[config.mk]
export PLATFORM = sky130hd
export DESIGN_NAME = uart_mult_byte_tx
export DESIGN_NICKNAME = d
export VERILOG_FILES = /design/src/rtl/uart_frame_pkg.sv /design/src/rtl/uart_mult_byte_tx_byte.sv /design/src/rtl/uart_mult_byte_tx.sv
export SDC_FILE = /design/constraint.sdc
export NUM_CORES = 1
export LEC_CHECK = 0
export CELL_PAD_IN_SITES_DETAIL_PLACEMENT = 1
export CELL_PAD_IN_SITES_GLOBAL_PLACEMENT = 1
export CORE_UTILIZATION = 37
export DETAILED_ROUTE_END_ITERATION = 8
export GPL_TIMING_DRIVEN = 0
export PLACE_DENSITY_LB_ADDON = 0.3
export SYNTH_ARGS = -nofsm -noshare
export SYNTH_HDL_FRONTEND = slang
export SYNTH_SLANG_ARGS = --single-unit
[constraint.sdc]
create_clock -name sys_clk -period 4.9 [get_ports sys_clk]
set_clock_uncertainty 0.05 [all_clocks]
set_input_delay 0.98 -clock sys_clk [delete_from_list [all_inputs] [get_ports sys_clk]]
set_output_delay 0.98 -clock sys_clk [all_outputs]
set_load 0.01 [all_outputs]
[src/rtl/uart_frame_pkg.sv]
// Shared constants, FSM encoding and CRC8 helper for the multi-byte UART frame logic.
// Optional build macro UART_TX_IDLE_GAP_EN is consumed by uart_mult_byte_tx.
package uart_frame_pkg;

    localparam logic [7:0]  FRAME_HEAD       = 8'h55;
    localparam logic [7:0]  FRAME_TAIL       = 8'hAA;
    localparam logic [7:0]  CRC8_POLY        = 8'h07;
    localparam int unsigned DATA_NUM_DEFAULT = 14;

    typedef enum logic [2:0] {
        StIdle,
        StLoad,
        StSend,
        StGap,
        StDone
    } frame_state_e;

    // Byte-parallel CRC8, MSB first, no reflection.
    function automatic logic [7:0] crc8_byte(input logic [7:0] crc, input logic [7:0] data);
        logic [7:0] c;
        c = crc ^ data;
        for (int i = 0; i < 8; i++) begin
            c = c[7] ? ((c << 1) ^ CRC8_POLY) : (c << 1);
        end
        return c;
    endfunction

endpackage

[src/rtl/uart_mult_byte_tx_byte.sv]
// Single-byte 8N1 shifter, LSB first; done is high in the final cycle of the stop bit.
module uart_byte_tx #(
    parameter int unsigned BPS_CNT = 434
) (
    input  logic       sys_clk,
    input  logic       sys_rst_n,
    input  logic       start,
    input  logic [7:0] data,
    output logic       txd,
    output logic       busy,
    output logic       done
);

    localparam logic [15:0] BPS_LAST = 16'(BPS_CNT - 1);

    logic        txd_q;
    logic        busy_q;
    logic [15:0] bps_cnt_q;
    logic [3:0]  slot_q;
    logic [7:0]  shift_q;

    always_ff @(posedge sys_clk or posedge sys_rst_n) begin
        if (sys_rst_n) begin
            txd_q     <= 1'b1;
            busy_q    <= 1'b0;
            bps_cnt_q <= '0;
            slot_q    <= '0;
            shift_q   <= '0;
        end else if (!busy_q) begin
            if (start) begin
                shift_q   <= data;
                txd_q     <= 1'b0;
                busy_q    <= 1'b1;
                bps_cnt_q <= '0;
                slot_q    <= '0;
            end
        end else if (bps_cnt_q == BPS_LAST) begin
            bps_cnt_q <= '0;
            if (slot_q == 4'd9) begin
                busy_q <= 1'b0;
                txd_q  <= 1'b1;
            end else begin
                slot_q <= slot_q + 4'd1;
                // Slot n+1 carries data bit n; slot 9 is the stop bit.
                txd_q  <= (slot_q == 4'd8) ? 1'b1 : shift_q[slot_q[2:0]];
            end
        end else begin
            bps_cnt_q <= bps_cnt_q + 16'd1;
        end
    end

    assign txd  = txd_q;
    assign busy = busy_q;
    assign done = busy_q && (slot_q == 4'd9) && (bps_cnt_q == BPS_LAST);

endmodule

[src/rtl/uart_mult_byte_tx.sv]
// Frame transmitter: 0x55, payload[0..PAY_NUM-1], CRC8, 0xAA over 8N1.
// Define UART_TX_IDLE_GAP_EN to insert one idle bit time after every byte but the last.
module uart_mult_byte_tx
    import uart_frame_pkg::*;
#(
    parameter int unsigned CLK_FREQ = 50_000_000,
    parameter int unsigned UART_BPS = 115200,
    parameter int unsigned DATA_NUM = DATA_NUM_DEFAULT
) (
    input  logic                      sys_clk,
    input  logic                      sys_rst_n,
    input  logic                      tx_start,
    input  logic [(DATA_NUM-3)*8-1:0] tx_payload,
    output logic                      uart_txd,
    output logic                      tx_busy,
    output logic                      tx_done,
    output logic [7:0]                byte_idx,
    output logic [7:0]                crc_out
);

    localparam int unsigned PAY_NUM = DATA_NUM - 3;
    localparam int unsigned BPS_CNT = CLK_FREQ / UART_BPS;

    frame_state_e             state_q;
    logic [PAY_NUM*8-1:0]     shadow_q;
    logic [7:0]               idx_q;
    logic [7:0]               crc_q;
    logic                     busy_q;
    logic                     done_q;
    logic [7:0]               cur_byte;
    logic [7:0]               pay_sel;
    logic [10:0]              bit_base;
    logic                     byte_start;
    logic                     byte_done;
    logic                     byte_busy;
`ifdef UART_TX_IDLE_GAP_EN
    logic [15:0]              gap_cnt_q;
`endif

    always_comb begin
        pay_sel  = idx_q - 8'd1;
        bit_base = {pay_sel, 3'b000};
        cur_byte = FRAME_HEAD;
        if (idx_q == 8'd0) begin
            cur_byte = FRAME_HEAD;
        end else if (idx_q <= 8'(PAY_NUM)) begin
            cur_byte = shadow_q[bit_base +: 8];
        end else if (idx_q == 8'(PAY_NUM + 1)) begin
            cur_byte = crc_q;
        end else begin
            cur_byte = FRAME_TAIL;
        end
    end

    assign byte_start = (state_q == StLoad);

    always_ff @(posedge sys_clk or posedge sys_rst_n) begin
        if (sys_rst_n) begin
            state_q   <= StIdle;
            shadow_q  <= '0;
            idx_q     <= '0;
            crc_q     <= '0;
            busy_q    <= 1'b0;
            done_q    <= 1'b0;
`ifdef UART_TX_IDLE_GAP_EN
            gap_cnt_q <= '0;
`endif
        end else begin
            done_q <= 1'b0;
            case (state_q)
                StIdle: begin
                    if (tx_start) begin
                        shadow_q <= tx_payload;
                        crc_q    <= 8'h00;
                        busy_q   <= 1'b1;
                        idx_q    <= '0;
                        state_q  <= StLoad;
                    end
                end
                StLoad: begin
                    // Folding here makes the CRC final before the CRC byte is selected.
                    if (idx_q >= 8'd1 && idx_q <= 8'(PAY_NUM)) begin
                        crc_q <= crc8_byte(crc_q, cur_byte);
                    end
                    state_q <= StSend;
                end
                StSend: begin
                    if (byte_done) begin
                        if (idx_q == 8'(DATA_NUM - 1)) begin
                            state_q <= StDone;
                        end else begin
`ifdef UART_TX_IDLE_GAP_EN
                            gap_cnt_q <= '0;
                            state_q   <= StGap;
`else
                            idx_q   <= idx_q + 8'd1;
                            state_q <= StLoad;
`endif
                        end
                    end
                end
`ifdef UART_TX_IDLE_GAP_EN
                StGap: begin
                    if (gap_cnt_q == 16'(BPS_CNT - 1)) begin
                        idx_q   <= idx_q + 8'd1;
                        state_q <= StLoad;
                    end else begin
                        gap_cnt_q <= gap_cnt_q + 16'd1;
                    end
                end
`endif
                StDone: begin
                    done_q  <= 1'b1;
                    busy_q  <= 1'b0;
                    state_q <= StIdle;
                end
                default: state_q <= StIdle;
            endcase
        end
    end

    uart_byte_tx #(
        .BPS_CNT (BPS_CNT)
    ) u_byte_tx (
        .sys_clk   (sys_clk),
        .sys_rst_n (sys_rst_n),
        .start     (byte_start),
        .data      (cur_byte),
        .txd       (uart_txd),
        .busy      (byte_busy),
        .done      (byte_done)
    );

    assign tx_busy  = busy_q;
    assign tx_done  = done_q;
    assign byte_idx = idx_q;
    assign crc_out  = crc_q;

endmodule

==> impl_results.html <==
<table>
<tr><th>Metric</th><th>Value</th></tr>
<tr><th colspan="2">Outcome</th></tr>
<tr><td>Result of the run</td><td>finished, final reports clean</td></tr>
<tr><th colspan="2">Logic synthesis</th></tr>
<tr><td>Number of standard cells after synthesis</td><td>801</td></tr>
<tr><td>Area fraction of the dominant cell type after synthesis</td><td>48.0%</td></tr>
<tr><td>Synthesis-stage register bit count</td><td>139</td></tr>
<tr><td>EDFF count, synth</td><td>0</td></tr>
<tr><td>Syn Area/Cell</td><td>8.97 µm²</td></tr>
<tr><td>Number of warning messages in the yosys log</td><td>0</td></tr>
<tr><td>Total nets after synthesis</td><td>901</td></tr>
<tr><td>Sequential-to-total area share from yosys stat</td><td>48.4%</td></tr>
<tr><td>Mapped Area</td><td>7190 µm²</td></tr>
<tr><td>Flip-flop cell with the highest count after synthesis</td><td>sky130_fd_sc_hd__dfrtp_1</td></tr>
<tr><td>Area leader, netlist</td><td>sky130_fd_sc_hd__dfrtp_1</td></tr>
<tr><td>Proportion of register bits with asynchronous set or reset after synthesis</td><td>100%</td></tr>
<tr><td>Number of distinct library cells after synthesis</td><td>64</td></tr>
<tr><td>Dominant cells by area after synthesis</td><td>sky130_fd_sc_hd__dfrtp_1 48%, sky130_fd_sc_hd__nand2_1 16%, sky130_fd_sc_hd__mux4_2 5.3%</td></tr>
<tr><th colspan="2">Placed design</th></tr>
<tr><td>Detail Placement HPWL</td><td>15,500 µm</td></tr>
<tr><td>Inst Count DP</td><td>1,171</td></tr>
<tr><td>Port bufs</td><td>109</td></tr>
<tr><td>Placer congestion estimate</td><td>0.905</td></tr>
<tr><th colspan="2">Floorplanning</th></tr>
<tr><td>Area of the core</td><td>18,900 µm²</td></tr>
<tr><td>Die height</td><td>141 µm</td></tr>
<tr><td>Die X</td><td>141 µm</td></tr>
<tr><td>Std cell rows</td><td>50</td></tr>
<tr><td>Die outline area</td><td>20,000 µm²</td></tr>
<tr><td>IO Pins</td><td>110</td></tr>
<tr><td>Effective utilization at floorplan</td><td>38.0%</td></tr>
<tr><th colspan="2">Route</th></tr>
<tr><td>Total wirelength of the detailed-routed design</td><td>21,700 µm</td></tr>
<tr><td>Average vias per placed instance</td><td>5.16</td></tr>
<tr><td>Routed length per placed instance</td><td>18.1 µm</td></tr>
<tr><td>Residual DRC</td><td>0</td></tr>
<tr><td>Count of vias placed by the detailed router</td><td>6,197</td></tr>
<tr><td>Count of antenna-violating nets left after detailed routing</td><td>0</td></tr>
<tr><td>Detailed router's first-iteration violation count</td><td>283</td></tr>
<tr><td>First-pass DRT Iterations</td><td>5</td></tr>
<tr><th colspan="2">Pwr</th></tr>
<tr><td>Maximum ir drop on the vdd rail</td><td>0.247 mV</td></tr>
<tr><td>Pwr Density</td><td>564 nW/µm²</td></tr>
<tr><td>Internal</td><td>0.00329 W</td></tr>
<tr><td>Leakage dissipation</td><td>4.23 nW</td></tr>
<tr><td>Switching part of the total power</td><td>37.1%</td></tr>
<tr><td>Sw Pwr</td><td>0.00194 W</td></tr>
<tr><td>Sequential cell fraction of total power</td><td>36.2%</td></tr>
<tr><td>Clock share of power</td><td>26.5%</td></tr>
<tr><td>Combinational share of power</td><td>37.3%</td></tr>
<tr><td>Sum of internal, switching and leakage power</td><td>0.00522 W</td></tr>
<tr><th colspan="2">Critical path</th></tr>
<tr><td>Critical path's slowest cell</td><td>sky130_fd_sc_hd__ha_2</td></tr>
<tr><td>Setup crit start kind</td><td>flip-flop</td></tr>
<tr><td>Reg-to-reg slack, setup</td><td>310 ps</td></tr>
<tr><td>Critical path arrival</td><td>4840 ps</td></tr>
<tr><td>Crit path max-delay family</td><td>buffers and inverters</td></tr>
<tr><td>Crit path launch</td><td>byte_idx[0]</td></tr>
<tr><td>Critical path depth in cells</td><td>14</td></tr>
<tr><td>Crit end category</td><td>flip-flop</td></tr>
<tr><td>Cell chain of the critical path</td><td>buf_2, buf_2, buf_4, inv_1, ha_2, buf_2, mux4_2, nor2_1, nor4_1, o21ai_0, mux2i_1, xnor2_1, xnor2_1, o21ai_0</td></tr>
<tr><td>Critical Path Sink</td><td>crc_out[3]</td></tr>
<tr><td>Reg-to-reg endpoint</td><td>crc_out[3]</td></tr>
<tr><td>Max FO, Critical Path</td><td>10</td></tr>
<tr><td>Worst setup path class</td><td>flip-flop to flip-flop</td></tr>
<tr><td>Slowest Stage Delay on Critical Path</td><td>530 ps</td></tr>
<tr><td>Cell occurring most often along the worst timing path</td><td>sky130_fd_sc_hd__buf_2</td></tr>
<tr><td>Startpoint of the worst-slack reg-to-reg timing path</td><td>byte_idx[0]</td></tr>
<tr><td>CP required</td><td>5150 ps</td></tr>
<tr><td>Path depth of the worst reg2reg path</td><td>14</td></tr>
<tr><td>Number of buffer and inverter instances along the worst setup path</td><td>5</td></tr>
<tr><th colspan="2">CTS</th></tr>
<tr><td>Cts-stage hold buffer count</td><td>0</td></tr>
<tr><td>Number of post-CTS setup repair buffers</td><td>0</td></tr>
<tr><td>Bufs on Longest Clock Path</td><td>2</td></tr>
<tr><td>Clock tree from TritonCTS</td><td>built</td></tr>
<tr><td>CTS sink count</td><td>139</td></tr>
<tr><td>Number of buffers inserted during clock tree synthesis</td><td>17</td></tr>
<tr><td>Number of H-tree levels</td><td>4</td></tr>
<tr><td>Post-CTS clock slew at the launch and capture registers of the worst setup and hold paths</td><td>60 ps</td></tr>
<tr><td>Clock tree root buffer cell</td><td>sky130_fd_sc_hd__clkbuf_16</td></tr>
<tr><td>Clock latency at the later pin of the worst-skew pair</td><td>430 ps</td></tr>
<tr><th colspan="2">Cells and area</th></tr>
<tr><td>Layout cell share with drive strength beyond 1</td><td>9.03%</td></tr>
<tr><td>Area grow syn2layout</td><td>28.9%</td></tr>
<tr><td>Fin nets</td><td>1,029</td></tr>
<tr><td>Layout filler cell count</td><td>2,230</td></tr>
<tr><td>Ant. Diodes</td><td>0</td></tr>
<tr><td>Fin cells</td><td>1,201</td></tr>
<tr><th colspan="2">Global routing</th></tr>
<tr><td>Global-route wire length before repair</td><td>35,300 µm</td></tr>
<tr><td>Largest net degree at the start of global routing</td><td>81</td></tr>
<tr><td>GRT Util Overall</td><td>23.3%</td></tr>
<tr><td>Overflow after GRT</td><td>0</td></tr>
<tr><td>Number of antenna violations at the first check in global routing</td><td>0</td></tr>
<tr><td>Number of global-route vias before repair</td><td>6,513</td></tr>
<tr><th colspan="2">STA</th></tr>
<tr><td>Highest clock rate</td><td>0.218 GHz</td></tr>
<tr><td>Worst max-slew margin expressed relative to the limit</td><td>20.6%</td></tr>
<tr><td>Number of max-slew violations in the final report</td><td>0</td></tr>
<tr><td>RSZ-0062 raised after global routing</td><td>no</td></tr>
<tr><td>Setup Viol. Count Final</td><td>0</td></tr>
<tr><td>Final min period</td><td>4590 ps</td></tr>
<tr><td>Hold Violations, Final</td><td>0</td></tr>
<tr><td>Post-route fraction of the period consumed by the critical path</td><td>93.6%</td></tr>
<tr><td>Slew @ Worst Pin</td><td>1180 ps</td></tr>
<tr><th colspan="2">Run</th></tr>
<tr><td>Number of max-cap violations</td><td>0</td></tr>
<tr><th colspan="2">Worst hold path</th></tr>
<tr><td>Class of the tightest hold or removal check</td><td>flip-flop to flip-flop</td></tr>
</table>
## tightest hold or removal path, stage by stage (launching register included)
cell and delay, ps:
sky130_fd_sc_hd__dfrtp_1 340, sky130_fd_sc_hd__nand2_1 50, sky130_fd_sc_hd__nand2_1 50
## cell usage in the layout (no fill, tap or decap), drive strengths merged, types with 3 or more instances in the layout
cell type      netlist  layout
nand2              303     303
dfrtp              138     138
clkdlybuf4s50        0     109
nor2                42      42
o21ai               42      42
clkbuf              25      42
nand3               26      26
inv                 16      18
mux4                17      17
xnor2               16      16
a21oi               15      15
buf                 14      15
xor2                13      13
mux2                12      12
nor3                10      10
ha                   9       9
and3                 8       8
a31oi                7       7
mux2i                7       7
o31ai                7       7
nor2b                6       6
a22o                 6       6
clkinv               0       6
nor4                 5       5
nand4                4       4
nand2b               4       4
o22ai                4       4
bufinv               0       4
and2                 3       3
nor3b                3       3
nand3b               3       3
o21a                 3       3
o41ai                3       3
## cells in the mapped netlist (4+ instances only)
library cell / number
sky130_fd_sc_hd__nand2_1: 303
sky130_fd_sc_hd__dfrtp_1: 138
sky130_fd_sc_hd__nor2_1: 42
sky130_fd_sc_hd__o21ai_0: 41
sky130_fd_sc_hd__nand3_1: 26
sky130_fd_sc_hd__clkbuf_1: 24
sky130_fd_sc_hd__mux4_2: 17
sky130_fd_sc_hd__inv_1: 16
sky130_fd_sc_hd__xnor2_1: 16
sky130_fd_sc_hd__a21oi_1: 14
sky130_fd_sc_hd__mux2_2: 12
sky130_fd_sc_hd__xor2_1: 12
sky130_fd_sc_hd__nor3_1: 10
sky130_fd_sc_hd__ha_1: 9
sky130_fd_sc_hd__and3_1: 8
sky130_fd_sc_hd__a31oi_1: 7
sky130_fd_sc_hd__a22o_1: 6
sky130_fd_sc_hd__buf_1: 6
sky130_fd_sc_hd__mux2i_1: 6
sky130_fd_sc_hd__nor2b_1: 6
sky130_fd_sc_hd__o31ai_1: 6
sky130_fd_sc_hd__nand2b_1: 4
sky130_fd_sc_hd__nand4_1: 4
sky130_fd_sc_hd__o22ai_1: 4
## metal layers
layer | track usage (%) | share of wire (%)
met1 | 30.0 | 45
met2 | 39.2 | 49
met3 | 4.42 | 3.5
met4 | 8.21 | 2.3
met5 | 0 | 0
## flip-flops by register name (all words and copies together), names as in the netlist
register	count
u_byte_tx.slot_q	4
u_byte_tx.bps_cnt_q	16
u_byte_tx.shift_q	8
shadow_q	88
u_byte_tx.busy	1
state_q	3
u_byte_tx.txd	1
byte_idx	8
tx_busy	1
tx_done	1
crc_out	8
## what timing repair did
action | CTS | global route
setup endpoints to repair | 4 | 6
pin swaps | 0 | 0
gates resized for setup | 1 | 4
## worst min path at each step
stage | from | slack [ps] | to | cells after the start
detailed placement | shadow_q[33] | 410 | shadow_q[33] | 2
finish | shadow_q[70] | 420 | shadow_q[70] | 2
floorplan | shadow_q[20] | 390 | shadow_q[20] | 2
global placement | shadow_q[6] | 400 | shadow_q[6] | 2
CTS | shadow_q[33] | 420 | shadow_q[33] | 2
global route | shadow_q[24] | 440 | shadow_q[24] | 2
## layout make-up
type | instances | area, µm² | share of cell area [%]
repair buffers | 110 | 1120 | 12.1
multi-input cells | 606 | 3460 | 37.3
plain buffers | 39 | 196 | 2.12
inverters | 16 | 65.1 | 0.702
clock buffers | 18 | 429 | 4.63
well taps | 260 | 325 | 3.51
flip-flops and latches | 139 | 3480 | 37.6
clock inverters | 13 | 194 | 2.09
## power groups by stage
| stage | Combinational (W) | Sequential, W | Clock, W |
|---|---|---|---|
| 2_1_floorplan | 0.00136 | 0.00181 | 0 |
| 3_3_place_gp | 0.00188 | 0.00188 | 0 |
| 3_5_place_dp | 0.00193 | 0.00190 | 0 |
| 4_1_cts | 0.00197 | 0.00189 | 0.00140 |
| 5_1_grt | 0.00217 | 0.00195 | 0.00144 |
| 6_report | 0.00195 | 0.00189 | 0.00138 |
## metrics by stage
stage	util, %	worst slack, ps	TNS [ps]	instance area [µm²]	hold slack, ps
2_1_floorplan	-	147	0	7190	390
3_3_place_gp	45.5	-2010	-276610	8600	404
3_5_place_dp	45.7	-251	-816	8640	410
4_1_cts	49.0	198	0	9260	424
5_1_grt	49.0	116	0	9270	444
6_report	49.0	312	0	9270	423
## cells by family (layout without fill, tap and decap cells)
family | Yosys count | after routing | synth area share (%)
compound gates | 106 | 106 | 9.49
xor+xnor | 29 | 29 | 3.64
fa+ha+maj | 9 | 9 | 1.57
buf+inv | 56 | 196 | 3.60
flops | 139 | 139 | 48.4
mux | 36 | 36 | 8.36
simple gates | 426 | 426 | 24.9
Note: power is estimated with default switching activity, not from simulation.
==> edit, RTL diff (same flow settings) <==
The parameter `CLK_FREQ` goes from 50_000_000 to 33_554_432.
--- a/src/rtl/uart_mult_byte_tx.sv
+++ b/src/rtl/uart_mult_byte_tx.sv
@@ -4,5 +4,5 @@
     import uart_frame_pkg::*;
 #(
-    parameter int unsigned CLK_FREQ = 50_000_000,
+    parameter int unsigned CLK_FREQ = 33_554_432,
     parameter int unsigned UART_BPS = 115200,
     parameter int unsigned DATA_NUM = DATA_NUM_DEFAULT
Formal check against the unedited RTL: same outputs for any inputs over 10 cycles, from zero or initial values and one cycle with sys_rst_n high; that may be too few to reach the edited logic, so the function may still have changed.
==> edit against the unedited design <==
Sequential cell count did not move. Die area shrank 2.1%. Clock power shrank 12%. Hold slack lost 5.5 ps. Core utilization is 0.74 points lower. Global-route usage is 0.50 points lower. Power down 5.1%. First-iteration DRC count decreased by 21%. Non-clock buffer count is 1 higher. Area after synthesis down 2.1%. Design area shrank 2.8%. Worst setup slack improved by 38 ps. Wire length fell by 4.4%. Critical path type unchanged. Critical endpoint is now crc_out[5]. Largest cell class unchanged. Highest routed layer unchanged.
==> edit: results (changes against the unedited design) <==
<table>
<tr><th>Metric</th><th>Value</th></tr>
<tr><th colspan="2">Global routing</th></tr>
<tr><td>Number of global-route vias before repair</td><td>6610 (was 6513)</td></tr>
<tr><td>Met2 layer usage reported by global route</td><td>0.3895 (was 0.3921)</td></tr>
<tr><td>Wire length of the first global-routing pass</td><td>34440 um (was 35310 um)</td></tr>
<tr><td>Met3 global-route usage</td><td>0.03624 (was 0.04421)</td></tr>
<tr><td>Pin count of the biggest net entering global routing</td><td>84 (was 81)</td></tr>
<tr><th colspan="2">Setup path</th></tr>
<tr><td>Crit path max-delay cell type</td><td>ha_1 (was ha_2)</td></tr>
<tr><th colspan="2">Yosys</th></tr>
<tr><td>Xor and xnor fraction of the mapped netlist area</td><td>0.03592 (was 0.03638)</td></tr>
<tr><td>Most common library cells after synthesis</td><td>312 x nand2_1, 138 x dfrtp_1, 46 x o21ai_0, 35 x nor2_1, 28 x clkbuf_1 (was 303 x nand2_1, 138 x dfrtp_1, 42 x nor2_1, 41 x o21ai_0, 26 x nand3_1)</td></tr>
<tr><td>Adder-cell share of the synthesized area</td><td>0.01600 (was 0.01567)</td></tr>
<tr><td>Number of unique standard cell types used by synthesis</td><td>57 (was 64)</td></tr>
<tr><td>Share of the synthesized area in compound gates (AO/OA/AOI/OAI)</td><td>0.08748 (was 0.09487)</td></tr>
<tr><th colspan="2">Finish</th></tr>
<tr><td>Multi-In Gates</td><td>589 (was 606)</td></tr>
<tr><td>Fill cell instance count of the final layout</td><td>2181 (was 2230)</td></tr>
<tr><td>Final layout net count</td><td>1009 (was 1029)</td></tr>
<tr><td>Clock tree cell share of total cell area</td><td>0.06114 (was 0.06724)</td></tr>
<tr><td>Multi-input gate area</td><td>0.003333 mm2 (was 0.003458 mm2)</td></tr>
<tr><td>Sequential cells</td><td>139 (unchanged)</td></tr>
<tr><td>Inverter count of the layout excluding clock inverters</td><td>12 (was 16)</td></tr>
<tr><th colspan="2">STA</th></tr>
<tr><td>Normalized max-slew margin</td><td>0.4726 (was 0.2060)</td></tr>
<tr><th colspan="2">Routing</th></tr>
<tr><td>Via total after detailed routing</td><td>6042 (was 6197)</td></tr>
<tr><td>Routed length per instance</td><td>17.96 um (was 18.09 um)</td></tr>
<tr><td>Number of detailed-route iterations in the first pass</td><td>6 (was 5)</td></tr>
<tr><th colspan="2">Pwr</th></tr>
<tr><td>Maximum ir drop on the vdd rail</td><td>0.2394 mV (was 0.2468 mV)</td></tr>
<tr><td>Relative contribution of combinational cells to total power</td><td>0.375 (was 0.373)</td></tr>
<tr><th colspan="2">Outcome</th></tr>
<tr><td>Status</td><td>complete, no violations (unchanged)</td></tr>
</table>
## edit: changes by cell type after synthesis, sizes merged, moves of 4 or more
| cell | before | now |
|---|---|---|
| o21ai | 42 | 47 |
| nand3 | 26 | 20 |
| nor2 | 42 | 35 |
| a22o | 6 | 2 |
| inv | 16 | 12 |
| nand4 | 4 | 12 |
| a22oi | 1 | 6 |
| o22ai | 4 | 0 |
| nand2 | 303 | 312 |
## edit: worst paths after layout
kind | depth (start not counted) | endpoint | slack (ps)
max in group asynchronous | 3 | shadow_q[61] | 3050
max reg2reg | 14 | crc_out[5] | 350
min reg2reg | 2 | shadow_q[32] | 420
min | 2 | shadow_q[32] | 420
max | 14 | crc_out[5] | 350
min in group asynchronous | 2 | u_byte_tx.bps_cnt_q[7] | 940
## edit: what timing repair did
| action | in CTS | in global routing |
|---|---|---|
| setup endpoints to repair | 6 | 7 |
| endpoints found under the hold margin | 0 | 0 |
| resized for setup | 2 | 3 |
## edit: layer usage
layer  vias to the layer above  wire length [um]
li1                       2867                 -
met1                      3018              9376
met2                       125             10350
met3                        32               622
met4                         0               416
met5                         -                 0
## edit: kinds of logic (layout without fill, tap and decap cells)
group	after synthesis	in the layout
simple gates	419	419
fa+ha+maj	9	9
buf+inv	53	194
mux	34	34
xor+xnor	28	28
flops	139	139
compound gates	99	99
## edit: worst max-delay path, delay by kind of cell, from the launching register on
family | cells | cell delay [ps]
adders and majority gates | 1 | 540
AOI/OAI and AO/OA | 3 | 530
muxes | 3 | 920
buffers and inverters | 5 | 1450
xor gates and xnor gates | 2 | 450
DFF | 1 | 450
